==> config.mk <==
export PLATFORM = sky130hd
export DESIGN_NAME = input_conditioner
export DESIGN_NICKNAME = d
export VERILOG_FILES = /design/src/rtl/input_conditioner_pkg.sv /design/src/rtl/debounce_channel.sv /design/src/rtl/input_conditioner.sv
export SDC_FILE = /design/constraint.sdc
export NUM_CORES = 1
export LEC_CHECK = 0
export ABC_AREA = 0
export BUFFER_PORTS_ARGS = -buffer_cell sky130_fd_sc_hd__buf_4
export CAP_MARGIN = 0
export CORE_MARGIN = 2
export CORE_UTILIZATION = 45
export DETAILED_ROUTE_END_ITERATION = 10
export GPL_TIMING_DRIVEN = 0
export PLACE_DENSITY = 0.61
export SLEW_MARGIN = 5
export SYNTH_ARGS = -nofsm -noshare
export SYNTH_HDL_FRONTEND = slang
export SYNTH_SLANG_ARGS = --single-unit
==> constraint.sdc <==
create_clock -name fpga_CLK -period 2.7 [get_ports fpga_CLK]
set_input_delay 0.54 -clock fpga_CLK [delete_from_list [all_inputs] [get_ports fpga_CLK]]
set_output_delay 0.54 -clock fpga_CLK [all_outputs]
set_load 0.02 [all_outputs]
==> src/rtl/input_conditioner_pkg.sv <==
// rtl/input_conditioner_pkg.sv - shared types and defaults for the input conditioner
package input_conditioner_pkg;

    typedef enum logic [1:0] {LOW, RISING, HIGH, FALLING} deb_state_t;

    localparam int DEFAULT_N_IN          = 2;
    localparam int DEFAULT_STABLE_CYCLES = 500_000;

    // Stability counter width; clamped to 1 so a bad parameter still elaborates far enough to hit the check
    function automatic int cnt_width(input int stable_cycles);
        return (stable_cycles < 2) ? 1 : $clog2(stable_cycles);
    endfunction

endpackage

==> src/rtl/debounce_channel.sv <==
// rtl/debounce_channel.sv - one synchronised, debounced input channel with edge pulses and toggle
module debounce_channel
    import input_conditioner_pkg::*;
#(
    parameter int STABLE_CYCLES = DEFAULT_STABLE_CYCLES
) (
    input  logic i_clk,
    input  logic i_resetn,
    input  logic i_raw,
    output logic o_level,
    output logic o_rise,
    output logic o_fall,
    output logic o_toggle
);

    localparam int                CNT_W    = cnt_width(STABLE_CYCLES);
    localparam logic [CNT_W-1:0]  CNT_LAST = CNT_W'(STABLE_CYCLES - 1);
    localparam logic [CNT_W-1:0]  CNT_ONE  = CNT_W'(1);

    logic             r_s1;
    logic             r_s2;
    deb_state_t       r_state;
    logic [CNT_W-1:0] r_cnt;
    logic             r_level;
    logic             r_rise;
    logic             r_fall;
    logic             r_toggle;

    // Two-flop synchroniser; the FSM only ever looks at r_s2
    always_ff @(posedge i_clk) begin
        if (!i_resetn) begin
            r_s1 <= 1'b0;
            r_s2 <= 1'b0;
        end else begin
            r_s1 <= i_raw;
            r_s2 <= r_s1;
        end
    end

    // Debounce FSM: a candidate level must persist for STABLE_CYCLES samples; any reversal restarts from scratch
    always_ff @(posedge i_clk) begin
        if (!i_resetn) begin
            r_state  <= LOW;
            r_cnt    <= '0;
            r_level  <= 1'b0;
            r_rise   <= 1'b0;
            r_fall   <= 1'b0;
            r_toggle <= 1'b0;
        end else begin
            // Edge pulses last one cycle unless re-armed below
            r_rise <= 1'b0;
            r_fall <= 1'b0;
            case (r_state)
                LOW: begin
                    if (r_s2) begin
                        r_state <= RISING;
                        r_cnt   <= '0;
                    end
                end
                RISING: begin
                    if (!r_s2) begin
                        r_state <= LOW;
                    end else if (r_cnt == CNT_LAST) begin
                        r_state  <= HIGH;
                        r_level  <= 1'b1;
                        r_rise   <= 1'b1;
                        r_toggle <= ~r_toggle;
                    end else begin
                        r_cnt <= r_cnt + CNT_ONE;
                    end
                end
                HIGH: begin
                    if (!r_s2) begin
                        r_state <= FALLING;
                        r_cnt   <= '0;
                    end
                end
                FALLING: begin
                    if (r_s2) begin
                        r_state <= HIGH;
                    end else if (r_cnt == CNT_LAST) begin
                        r_state <= LOW;
                        r_level <= 1'b0;
                        r_fall  <= 1'b1;
                    end else begin
                        r_cnt <= r_cnt + CNT_ONE;
                    end
                end
                default: begin
                    r_state <= LOW;
                    r_cnt   <= '0;
                end
            endcase
        end
    end

    assign o_level  = r_level;
    assign o_rise   = r_rise;
    assign o_fall   = r_fall;
    assign o_toggle = r_toggle;

endmodule

==> src/rtl/input_conditioner.sv <==
// rtl/input_conditioner.sv - N_IN independent debounced board input channels
module input_conditioner
    import input_conditioner_pkg::*;
#(
    parameter int N_IN          = DEFAULT_N_IN,
    parameter int STABLE_CYCLES = DEFAULT_STABLE_CYCLES
) (
    input  logic            fpga_CLK,
    input  logic            fpga_NRST,
    input  logic [N_IN-1:0] in_raw,
    output logic [N_IN-1:0] out_level,
    output logic [N_IN-1:0] out_rise,
    output logic [N_IN-1:0] out_fall,
    output logic [N_IN-1:0] out_toggle
);

    // Reject configurations where a single sample would count as stable
    if (STABLE_CYCLES < 2) begin : g_bad_stable_cycles
        $error("input_conditioner: STABLE_CYCLES must be at least 2");
    end
    if (N_IN < 1) begin : g_bad_n_in
        $error("input_conditioner: N_IN must be at least 1");
    end

    logic [N_IN-1:0] w_level;
    logic [N_IN-1:0] w_rise;
    logic [N_IN-1:0] w_fall;
    logic [N_IN-1:0] w_toggle;

    // One fully independent debouncer per pin
    for (genvar g = 0; g < N_IN; g++) begin : g_chan
        debounce_channel #(
            .STABLE_CYCLES(STABLE_CYCLES)
        ) u_chan (
            .i_clk    (fpga_CLK),
            .i_resetn (fpga_NRST),
            .i_raw    (in_raw[g]),
            .o_level  (w_level[g]),
            .o_rise   (w_rise[g]),
            .o_fall   (w_fall[g]),
            .o_toggle (w_toggle[g])
        );
    end

    assign out_level  = w_level;
    assign out_rise   = w_rise;
    assign out_fall   = w_fall;
    assign out_toggle = w_toggle;

endmodule

Word-level counts from Yosys, hierarchy flattened. Index checks and enable logic that the tools add are counted.

Add/sub/neg operators: 2. Equality and inequality tests: 24. Multiplexer cells: 38. Bitwise gates (word level): 5. Reduce and logical (&&, ||, !) cells: 16.

Operator list (count): 19-bit 2-to-1 mux (10); 19-bit case mux with 4 select lines (2); 19-bit by 1-bit adder with 19-bit output (second input constant) (2); 19-bit equality test (second input constant) (2); 2-bit 2-to-1 mux (12); 2-bit by 1-bit != test with 1-bit output (second input constant) (8); 2-bit case mux with 4 select lines (2); 4-bit AND reduction (4); 3-bit AND reduction (4); 1-bit 2-to-1 mux (10); 5-bit AND reduction (2); 2-bit equality test (second input constant) (4); 2-bit != test (second input constant) (4); 3-bit by 1-bit != test with 1-bit output (second input constant) (2); 3-bit != test (second input constant) (2); 3-bit OR reduction (2); 1-bit NOT (5); 2-bit by 1-bit equality test with 1-bit output (second input constant) (2); 2-bit zero test (2); 1-bit case mux with 2 select lines (2); 2-bit nonzero test (2).

Register bits: 54. Input bits: 4. Output and inout port bits: 8. Word-level logic and storage cells: 101.

Depth between registers and ports, before layout.
Word-level depth: 4. Depth in mapped cells: 8. Mapped depth without buffers: 6.

By module. From an unflattened synthesis, not the netlist that was laid out.

Cell total of the unflattened synthesis: 316. Area, all modules: 2665.1 um^2.

By module, submodules not included: debounce_channel (times used 2, cells an instance 158, area each 1332.5 um^2, seq. area each 540.5 um^2).

Least setup slack after synthesis. No wires, ideal clock.

Path type: register -> register. Start point: register g_chan[0].u_chan.r_cnt[0]. End point: register g_chan[0].u_chan.r_cnt[12]. Setup time: 73 ps. Data arrival time: 1809 ps. Required time: 2627 ps. Setup slack: 817 ps. Cell stages (with the launch flop): 7. Path buffers: 1. Period minus slack after synthesis: 1883 ps. Cells stage by stage: dfxtp_1 -> ha_1 -> nand4_1 -> or3_1 -> buf_2 -> or4b_1 -> o211ai_2.

Word-level cells in the longest chain between the ends: 4. Elaborated cells on any way between the ends: 6. Classes of those cells: add/sub: 1; eq/ne: 1; mux: 4.

RTL lines: start, declared (line debounce_channel.sv:23) `logic [CNT_W-1:0] r_cnt;`; start signal, assigned (line debounce_channel.sv:69) `r_cnt <= r_cnt + CNT_ONE;`; start signal, assigned (line debounce_channel.sv:86) `r_cnt <= r_cnt + CNT_ONE;`; 19-bit by 1-bit adder with 19-bit output / 19-bit equality test (equally long branches); 19-bit 2-to-1 mux (*) (line debounce_channel.sv:63, debounce_channel.sv:81); 19-bit 2-to-1 mux (on tied branches) (line debounce_channel.sv:79, debounce_channel.sv:61); 19-bit case mux with 4 select lines (*) (line debounce_channel.sv:53) `case (r_state)`.

Every way passes the cells marked *; elsewhere a longest branch is shown, timed or not. The select of a mux whose other input is x is not followed. A chain may end at the register's enable or synchronous reset.

Worst setup path in the final report.
Start point: register g_chan[1].u_chan.r_cnt[0]. End point: register g_chan[1].u_chan.r_cnt[16].

Word-level cells in the longest chain between the ends: 4. Elaborated cells on any way between the ends: 6. Classes of those cells: add/sub: 1; eq/ne: 1; mux: 4.

RTL lines (line): start, declared (debounce_channel.sv:23); start signal, assigned (debounce_channel.sv:69); start signal, assigned (debounce_channel.sv:86); 19-bit by 1-bit adder with 19-bit output / 19-bit equality test (equally long branches); 19-bit 2-to-1 mux (*) (debounce_channel.sv:63, debounce_channel.sv:81); 19-bit 2-to-1 mux (on tied branches) (debounce_channel.sv:79, debounce_channel.sv:61); 19-bit case mux with 4 select lines (*) (debounce_channel.sv:53).

Marked as above.

==> reports/metrics.cfg <==
[final_layout]
drive_gt1_share_pct = 14.3
diodes = 0
register_area_um2 = 1080
fillCellCount = 576
fin_nets = 348
final_cells = 418
multi_input_area_um2 = 1500
area_growth_pct = 10.4

[sta]
finalCritPeriodShare_pct = 82.2
max_slew_margin_pct = 43.9
report.final.slew_viol_count = 0
hold_violations = 0
fmax_mhz = 450
worst_pin_slew_ns = 0.834
rsz0062_at_grt = no
clock_skew_ns = 0.00270
fin_tns_setup_ns = 0
period_minus_slack_ns = 2.22
setup_violations = 0

[routing]
drc = 0
postRouteAntennaNets = 0
drt_pass1_iterations = 4
drt-total-wl_mm = 6.21
wl_per_cell_um = 14.8
vias_per_cell = 5.74
drtIter0Drc = 171
num_vias = 2401

[clock_network]
cts_buffer_depth = 2
h-tree-depth = 2
cts_resized = 0
cts_inserted_buffers = 5
clk_pin_slew_worst_paths_ns = 0.10
cts_hold_buf = 0
root_buffer = clkbuf_8
cts_setup_buffers = 0
clk_latency_ns = 0.31
numClockSinks = 54
cts_tree = done

[logic_synthesis]
synth.top_cell.area_share_pct = 39.2
synth_nets = 330
yosysMostFrequentCell = dfxtp_1
syn_inst = 324
synth_largest_area_cell = dfxtp_1
synth_edf_count = 0
synthDistinctLibCells = 58
syn_area_per_cell_um2 = 8.51
syn_area_um2 = 2760
synth_top_cells_by_area = dfxtp_1 39%, nand2_1 4.1%, a21oi_1 3.8%
synthTopCellsByCount = 54 x dfxtp_1, 30 x nand2_1, 28 x nor2_1
ys_seq_area_share_pct = 39.2
synth_flop_cell = dfxtp_1
ys_async_sr_fraction_pct = 0
synth_seq_cells = 54
yosysWarningCount = 0

[floorplan]
die_y_um = 82.3
start_util_pct = 46.6
core.rowCount = 28
die_w_um = 82.3
pin_count = 12
core_um2 = 5920
dieArea_um2 = 6770

[setup_path]
startpoint = g_chan[1].u_chan.r_cnt[0]$_SDFFE_PN0P_
rr_startpoint = g_chan[1].u_chan.r_cnt[0]$_SDFFE_PN0P_
critPathCapture = g_chan[1].u_chan.r_cnt[16]$_SDFFE_PN0P_
r2r_setup_slack_ns = 0.48
critical_path_class = flop to flop
startpoint_type = flop
path_max_fanout = 9
end_kind = flop
arrival_ns = 2.42
timing.rr.end = g_chan[1].u_chan.r_cnt[16]$_SDFFE_PN0P_
cp.required_ns = 2.90
reg2reg_depth = 6

[pwr]
leakage_uw = 0.00110
ir_drop_v = 0.000202
powerDensity_nw_per_um2 = 476

[place]
place_inst = 410
routabilityCongestion = 0.849
place_hpwl_mm = 4.32
portBuffers = 11

[worst_hold_path]
worstHoldPathType = input port to flop
holdPathStages = 2

[outcome]
run_status = completed

[global_route]
grt_overflow = 0
grt_first_pass_wirelength_mm = 9.96
groute.usage.overall_pct = 19.1
antenna_found_initial = 0
grt_pass1_vias = 2046
grt_start_max_net_pins = 17

[flow_run]
max-cap-violations = 0

[power breakdown]
part	total [µW]	switching [µW]	internal, µW
clock	547	270	277
combinational	89.2	55.3	33.9
sequential	811	6.59	805
total	1450	332	1120
[worst min-delay path by stage]
stage                     slack (ns)                                to                        startpoint
final                           0.44  g_chan[0].u_chan.r_s1$_SDFF_PN0_                         in_raw[0]
after detailed placement        0.42  g_chan[1].u_chan.r_s2$_SDFF_PN0_  g_chan[1].u_chan.r_s1$_SDFF_PN0_
after CTS                       0.43  g_chan[1].u_chan.r_s1$_SDFF_PN0_                         in_raw[1]
after global routing            0.42  g_chan[0].u_chan.r_s1$_SDFF_PN0_                         in_raw[0]
after global placement          0.42  g_chan[1].u_chan.r_s2$_SDFF_PN0_  g_chan[1].u_chan.r_s1$_SDFF_PN0_
after floorplan                 0.41  g_chan[0].u_chan.r_s2$_SDFF_PN0_  g_chan[0].u_chan.r_s1$_SDFF_PN0_
[placed cells by master, fill, tap and decap left out, types with 4 or more instances in the layout]
master / count
clkbuf_8: 5
nor2_1: 28
nor4_1: 9
xnor2_1: 5
a22o_1: 4
or3_1: 7
a21o_1: 6
buf_2: 4
nor3_1: 11
xor2_1: 7
and4_1: 4
nand2_1: 30
a22oi_1: 6
nand4_1: 7
a21oi_1: 21
dfxtp_1: 54
nand3_1: 17
o21ai_0: 14
buf_4: 19
and3_1: 7
inv_1: 6
and2_1: 5
clkbuf_1: 8
or4_1: 5
[layer usage]
| layer | global-route usage [%] | vias up | part of all wire, % |
|---|---|---|---|
| met3 | 4.02 | 6 | 5.0 |
| met5 | 0 | - | 0 |
| met2 | 28.3 | 48 | 43 |
| met4 | 5.00 | 0 | 0.81 |
| li1 | - | 1220 | - |
| met1 | 27.9 | 1127 | 51 |
[metrics by stage]
step	total power, µW	hold slack [ns]	instance area [µm²]	setup slack, ns	util (%)
after global placement	918	0.424	2930	0.511	49.5
after CTS	1460	0.430	3040	0.495	51.4
after floorplan	888	0.412	2760	0.817	-
final	1450	0.437	3040	0.479	51.4
after global routing	1500	0.423	3040	0.315	51.4
after detailed placement	919	0.419	2930	0.516	49.5
[cell type report]
| cell class | instances | share of cell area [%] |
|---|---|---|
| multi-input combinational | 239 | 49.3 |
| clock buffer | 6 | 2.38 |
| timing repair buffer | 11 | 2.71 |
| sequential | 54 | 35.5 |
| buffer | 24 | 4.93 |
| tap | 75 | 3.08 |
| clock inverter | 2 | 1.23 |
| inverter | 7 | 0.863 |
[registers in the layout, summed over array words and instances, names as in the netlist, named ones only]
register and cells:
g_chan.u_chan.o_fall 2, g_chan.u_chan.r_cnt 38, g_chan.u_chan.r_s2 2, g_chan.u_chan.o_level 2
g_chan.u_chan.r_state 2, g_chan.u_chan.o_rise 2, g_chan.u_chan.r_s1 2, g_chan.u_chan.o_toggle 2
[logic make-up after synthesis]
group / share of synthesized area [%]
AOI/OAI and AO/OA: 17.7
xor gates and xnor gates: 4.40
adders and majority gates: 0.908
buffers and inverters: 6.40
DFF: 39.2
muxes: 1.50
and+or+nand+nor: 29.9
[critical path: stages, from the launching register on]
cell and delay [ns]:
dfxtp_1 0.42, ha_1 0.27, nand4_2 0.26, nor4_1 0.75
nand3_1 0.18, xor2_1 0.17, nor2_1 0.05
(Power assumes the default switching activity.)
